==> config.mk <==
export PLATFORM = sky130hd
export DESIGN_NAME = sub_pipe
export DESIGN_NICKNAME = d
export VERILOG_FILES = /design/src/rtl/sub_pipe.sv
export SDC_FILE = /design/constraint.sdc
export NUM_CORES = 1
export LEC_CHECK = 0
export ABC_AREA = 0
export CAP_MARGIN = 20
export CELL_PAD_IN_SITES_DETAIL_PLACEMENT = 1
export CELL_PAD_IN_SITES_GLOBAL_PLACEMENT = 1
export CORE_ASPECT_RATIO = 0.8
export CORE_UTILIZATION = 50
export DETAILED_ROUTE_END_ITERATION = 8
export DONT_BUFFER_PORTS = 1
export GPL_TIMING_DRIVEN = 0
export PLACE_DENSITY = 0.85
export REMOVE_ABC_BUFFERS = 1
export SYNTH_ARGS = -nofsm -noshare
export SYNTH_HDL_FRONTEND = slang
export SYNTH_SLANG_ARGS = --single-unit
==> constraint.sdc <==
create_clock -name clk -period 3.85 [get_ports clk]
set_input_delay 0.5775 -clock clk [delete_from_list [all_inputs] [get_ports clk]]
set_output_delay 0.5775 -clock clk [all_outputs]
set_load 0.005 [all_outputs]
==> src/rtl/sub_pipe.sv <==
// Two-stage pipelined fixed-point subtractor (res = a - b) with valid/ready flow control.
// Both all-zeros and the sign-bit-only pattern are treated as zero operands.
module sub_pipe #(
  parameter int unsigned WIDTH = 32
) (
  input  logic             clk,
  input  logic             reset,
  input  logic             in_valid,
  output logic             in_ready,
  input  logic [WIDTH-1:0] a,
  input  logic [WIDTH-1:0] b,
  output logic             out_valid,
  input  logic             out_ready,
  output logic [WIDTH-1:0] res,
  output logic             borrow
);

  localparam logic [WIDTH-1:0] NegZero = {1'b1, {(WIDTH-1){1'b0}}};
  localparam logic [WIDTH-1:0] One     = {{(WIDTH-1){1'b0}}, 1'b1};

  // Stage 1 state
  logic             s1_valid_q, s1_valid_d;
  logic [WIDTH-1:0] a_q, b_q;
  logic             az_q, bz_q;

  // Stage 2 state
  logic             s2_valid_q, s2_valid_d;
  logic [WIDTH-1:0] res_q, res_d;
  logic             borrow_q, borrow_d;

  logic             in_xfer;
  logic             s1_adv;
  logic [WIDTH:0]   raw_diff;
  logic [WIDTH-1:0] neg_b;

  assign in_ready = !s1_valid_q || !s2_valid_q || out_ready;
  assign in_xfer  = in_valid && in_ready;
  assign s1_adv   = s1_valid_q && (!s2_valid_q || out_ready);

  assign raw_diff = {1'b0, a_q} - {1'b0, b_q};
  assign neg_b    = ~b_q + One;

  always_comb begin
    s1_valid_d = s1_valid_q;
    if (in_xfer) begin
      s1_valid_d = 1'b1;
    end else if (s1_adv) begin
      s1_valid_d = 1'b0;
    end
  end

  always_comb begin
    s2_valid_d = s2_valid_q;
    if (s1_adv) begin
      s2_valid_d = 1'b1;
    end else if (out_ready) begin
      s2_valid_d = 1'b0;
    end
  end

  // A zero subtrahend wins over a zero minuend, so 0 - 0 returns a unchanged.
  always_comb begin
    res_d    = raw_diff[WIDTH-1:0];
    borrow_d = raw_diff[WIDTH];
    if (bz_q) begin
      res_d    = a_q;
      borrow_d = 1'b0;
    end else if (az_q) begin
      res_d    = neg_b;
      borrow_d = 1'b0;
    end
  end

  always_ff @(posedge clk or posedge reset) begin
    if (reset) begin
      s1_valid_q <= 1'b0;
      a_q        <= '0;
      b_q        <= '0;
      az_q       <= 1'b0;
      bz_q       <= 1'b0;
    end else begin
      s1_valid_q <= s1_valid_d;
      if (in_xfer) begin
        a_q  <= a;
        b_q  <= b;
        az_q <= (a == '0) || (a == NegZero);
        bz_q <= (b == '0) || (b == NegZero);
      end
    end
  end

  always_ff @(posedge clk or posedge reset) begin
    if (reset) begin
      s2_valid_q <= 1'b0;
      res_q      <= '0;
      borrow_q   <= 1'b0;
    end else begin
      s2_valid_q <= s2_valid_d;
      if (s1_adv) begin
        res_q    <= res_d;
        borrow_q <= borrow_d;
      end
    end
  end

  assign out_valid = s2_valid_q;
  assign res       = res_q;
  assign borrow    = borrow_q;

endmodule

==> results_dict.tcl <==
set metrics [dict create \
    powerDensity_nw_per_um2 556 \
    synthCells 710 \
    switching_share 0.378 \
    finalSetupViolCount 0 \
    p_int_mw 2.48 \
    ys_warn_count 0 \
    yosys-top-cells-count "dfrtp_1, mux2_2, o21ai_0, nand2_1, a21oi_1" \
    avgRoutedWirePerCell_um 23.1 \
    dieArea_um2 13800 \
    synth_area_per_cell_um2 9.42 \
    seq_power_share 0.397 \
    place.detailed.hpwl_um 14800 \
    insertion_delay_ns 0.37 \
    syn_to_final_growth_pct 7.13 \
    place.gp.congestion 0.931 \
    cp.required_ns 4.06 \
    worst_path_dominant_cell_family "compound AO/OA/AOI/OAI gates" \
    hp-class "input port to asynchronous set/reset pin" \
    drv_cap 0 \
    layout.nets 795 \
    drive_gt1_frac 0.143 \
    power_frac_clock 0.237 \
    clockBufferDepth 2 \
    ys_types 54 \
    drc_errors 0 \
    drt_pass1_iterations 5 \
    htree_levels 3 \
    numCtsBuffers 9 \
    synth-edff-count 0 \
    track_usage 0.305 \
    grt_antenna_before_repair 0 \
    outcome "complete, no violations" \
    p_comb_frac 0.366 \
    period_share 0.924 \
    slew_headroom 0.330 \
    final_area_um2 7160 \
    r2r_setup_slack_ns 0.29 \
    grt-ovfl-total 0 \
    die_y_um 105 \
    synthArstFlopShare 1.00 \
    cp-end-kind "flip-flop" \
    synth_seq_cells 101 \
    leakage_nw 2.99 \
    avgViaCountPerCell 6.41 \
    clock_skew_ns 0.0127 \
    grt_max_degree 69 \
    synth_seq_area_share 0.378 \
    rsz0062_at_grt "no" \
    cts.sinks 101 \
    p_sw_mw 1.51 \
    io-pin-count 103 \
    io_buffers 0 \
    path_cells "ha_1 -> fa_1 -> nand2b_1 -> a21oi_1 -> nor2_1 -> o2111ai_1 -> a41oi_1 -> o311ai_1 -> nand4_1 -> a21boi_0 -> o41ai_1" \
    synth-main-ff-cell "dfrtp_1" \
    wirelength_um 20200 \
    clk_pin_slew_ns 0.08 \
    synth.top_cell.area_share 0.378 \
    cpMaxStageDelayCell "dfrtp_1" \
    coreArea_um2 13000 \
    start_util 0.516 \
    critPathMaxFanout 7 \
    start_kind "flip-flop" \
    grt_pass1_wl_um 32600 \
    die_x_um 131 \
    synth.area.top_cells "dfrtp_1, mux2_2, ha_1" \
    synth_most_common_cell "dfrtp_1" \
    row_count 37 \
    vias 5592 \
    cts_tree "yes" \
    postRouteAntennaNets 0 \
    worstMarginPinSlew_ns 1.00 \
    grt_pass1_vias 6049 \
    worstSetupPathType "flip-flop to flip-flop" \
    crit_buf_inv 0 \
    synth_top_area_cell "dfrtp_1" \
    ir_worst_vdd_mv 0.331 \
    antennaDiodeCount 0 \
    maxSlewViolCount 0 \
    cp.arrival_ns 3.77 \
    drt_iter0_markers 378 \
    critPathMaxStageDelay_ns 0.50 \
    hold_violations 0 \
    synth_area_um2 6690 \
    clock-root-buffer "clkbuf_16" \
    period_minus_slack_ns 3.56 \
    fillers 1483 \
    timing.hold.ws_ns 0.135 \
    fmax_ghz 0.281 \
    placed_cell_area_um2 6860 \
]
[kinds of logic after synthesis]
kind of cell,after synthesis,synth area share
muxes,71,0.118
xor gates and xnor gates,47,0.0616
buffers and inverters,73,0.0410
and+or+nand+nor,193,0.159
DFF,101,0.378
adders and majority gates,34,0.0647
AOI/OAI and AO/OA,191,0.177
[sequential cells by signal (all words and copies together) (netlist names)]
register and cells:
a_q 32, az_q 1, b_q 32, borrow 1, bz_q 1, out_valid 1, res 32, s1_valid_q 1
[cells in the final DEF, fill, tap and decap left out, drive strengths merged, types with 3 or more instances in the layout]
cell       n
a211oi    14
a21o      13
a21oi     54
a22o       3
a31oi      6
and3      11
clkbuf    12
dfrtp    101
ha        33
inv       44
mux2      65
mux2i      6
nand2     55
nand2b    12
nand3     17
nand4      6
nor2      31
nor2b      4
nor3      14
nor4      20
o2111ai    4
o211a      3
o211ai    10
o21a       7
o21ai     57
o31ai      7
or3       10
or4        5
xnor2     38
xor2       9
[layer usage]
metal / track usage / up-vias / part of all wire
met4: 0.0963 / 0 / 0.019
met1: 0.395 / 2866 / 0.45
met5: 0 / - / 0
met2: 0.495 / 153 / 0.47
li1: - / 2540 / -
met3: 0.0832 / 33 / 0.064
[power groups by stage]
stage               registers, mW  logic, mW  clock network, mW
floorplan                    1.50       1.12                  0
global placement             1.58       1.35                  0
detailed placement           1.60       1.43                  0
CTS                          1.58       1.45              0.956
global route                 1.62       1.62              0.993
finish                       1.58       1.46              0.945
[worst paths after layout]
check / from / end / cells after the start
hold / removal: reset / res[3] / 1
max in group asynchronous: reset / a_q[18] / 2
min in group clk: in_valid / s1_valid_q / 1
setup / recovery: b_q[0] / borrow / 11
hold reg to reg: res[17] / res[17] / 2
setup reg to reg: b_q[0] / borrow / 11
[per-stage QoR]
| stage | setup slack [ns] | utilization | TNS, ns | std cells | total power [mW] |
|---|---|---|---|---|---|
| after CTS | 0.278 | 0.553 | 0 | 873 | 3.99 |
| after detailed placement | 0.334 | 0.529 | 0 | 857 | 3.03 |
| after global placement | -0.299 | 0.524 | -29.42 | 855 | 2.93 |
| after floorplan | 0.625 | - | 0 | 680 | 2.62 |
| after global routing | 0.140 | 0.553 | 0 | 873 | 4.23 |
| final | 0.292 | 0.553 | 0 | 873 | 3.98 |
[timing repair]
action                     CTS  global route
setup endpoints to repair    0             1
hold buffers                 0             0
resized for setup            0             1
setup buffers                0             0
[final cells by class]
cell class                 count  area [um2]  area share
inverter                      43         164      0.0229
tap                          175         219      0.0306
multi-input combinational    536        3900       0.544
sequential                   101        2530       0.353
timing repair buffer           2        55.1     0.00768
clock buffer                  12         246      0.0344
clock inverter                 4        55.1     0.00768
No activity file was read; power rests on OpenSTA's default activity.
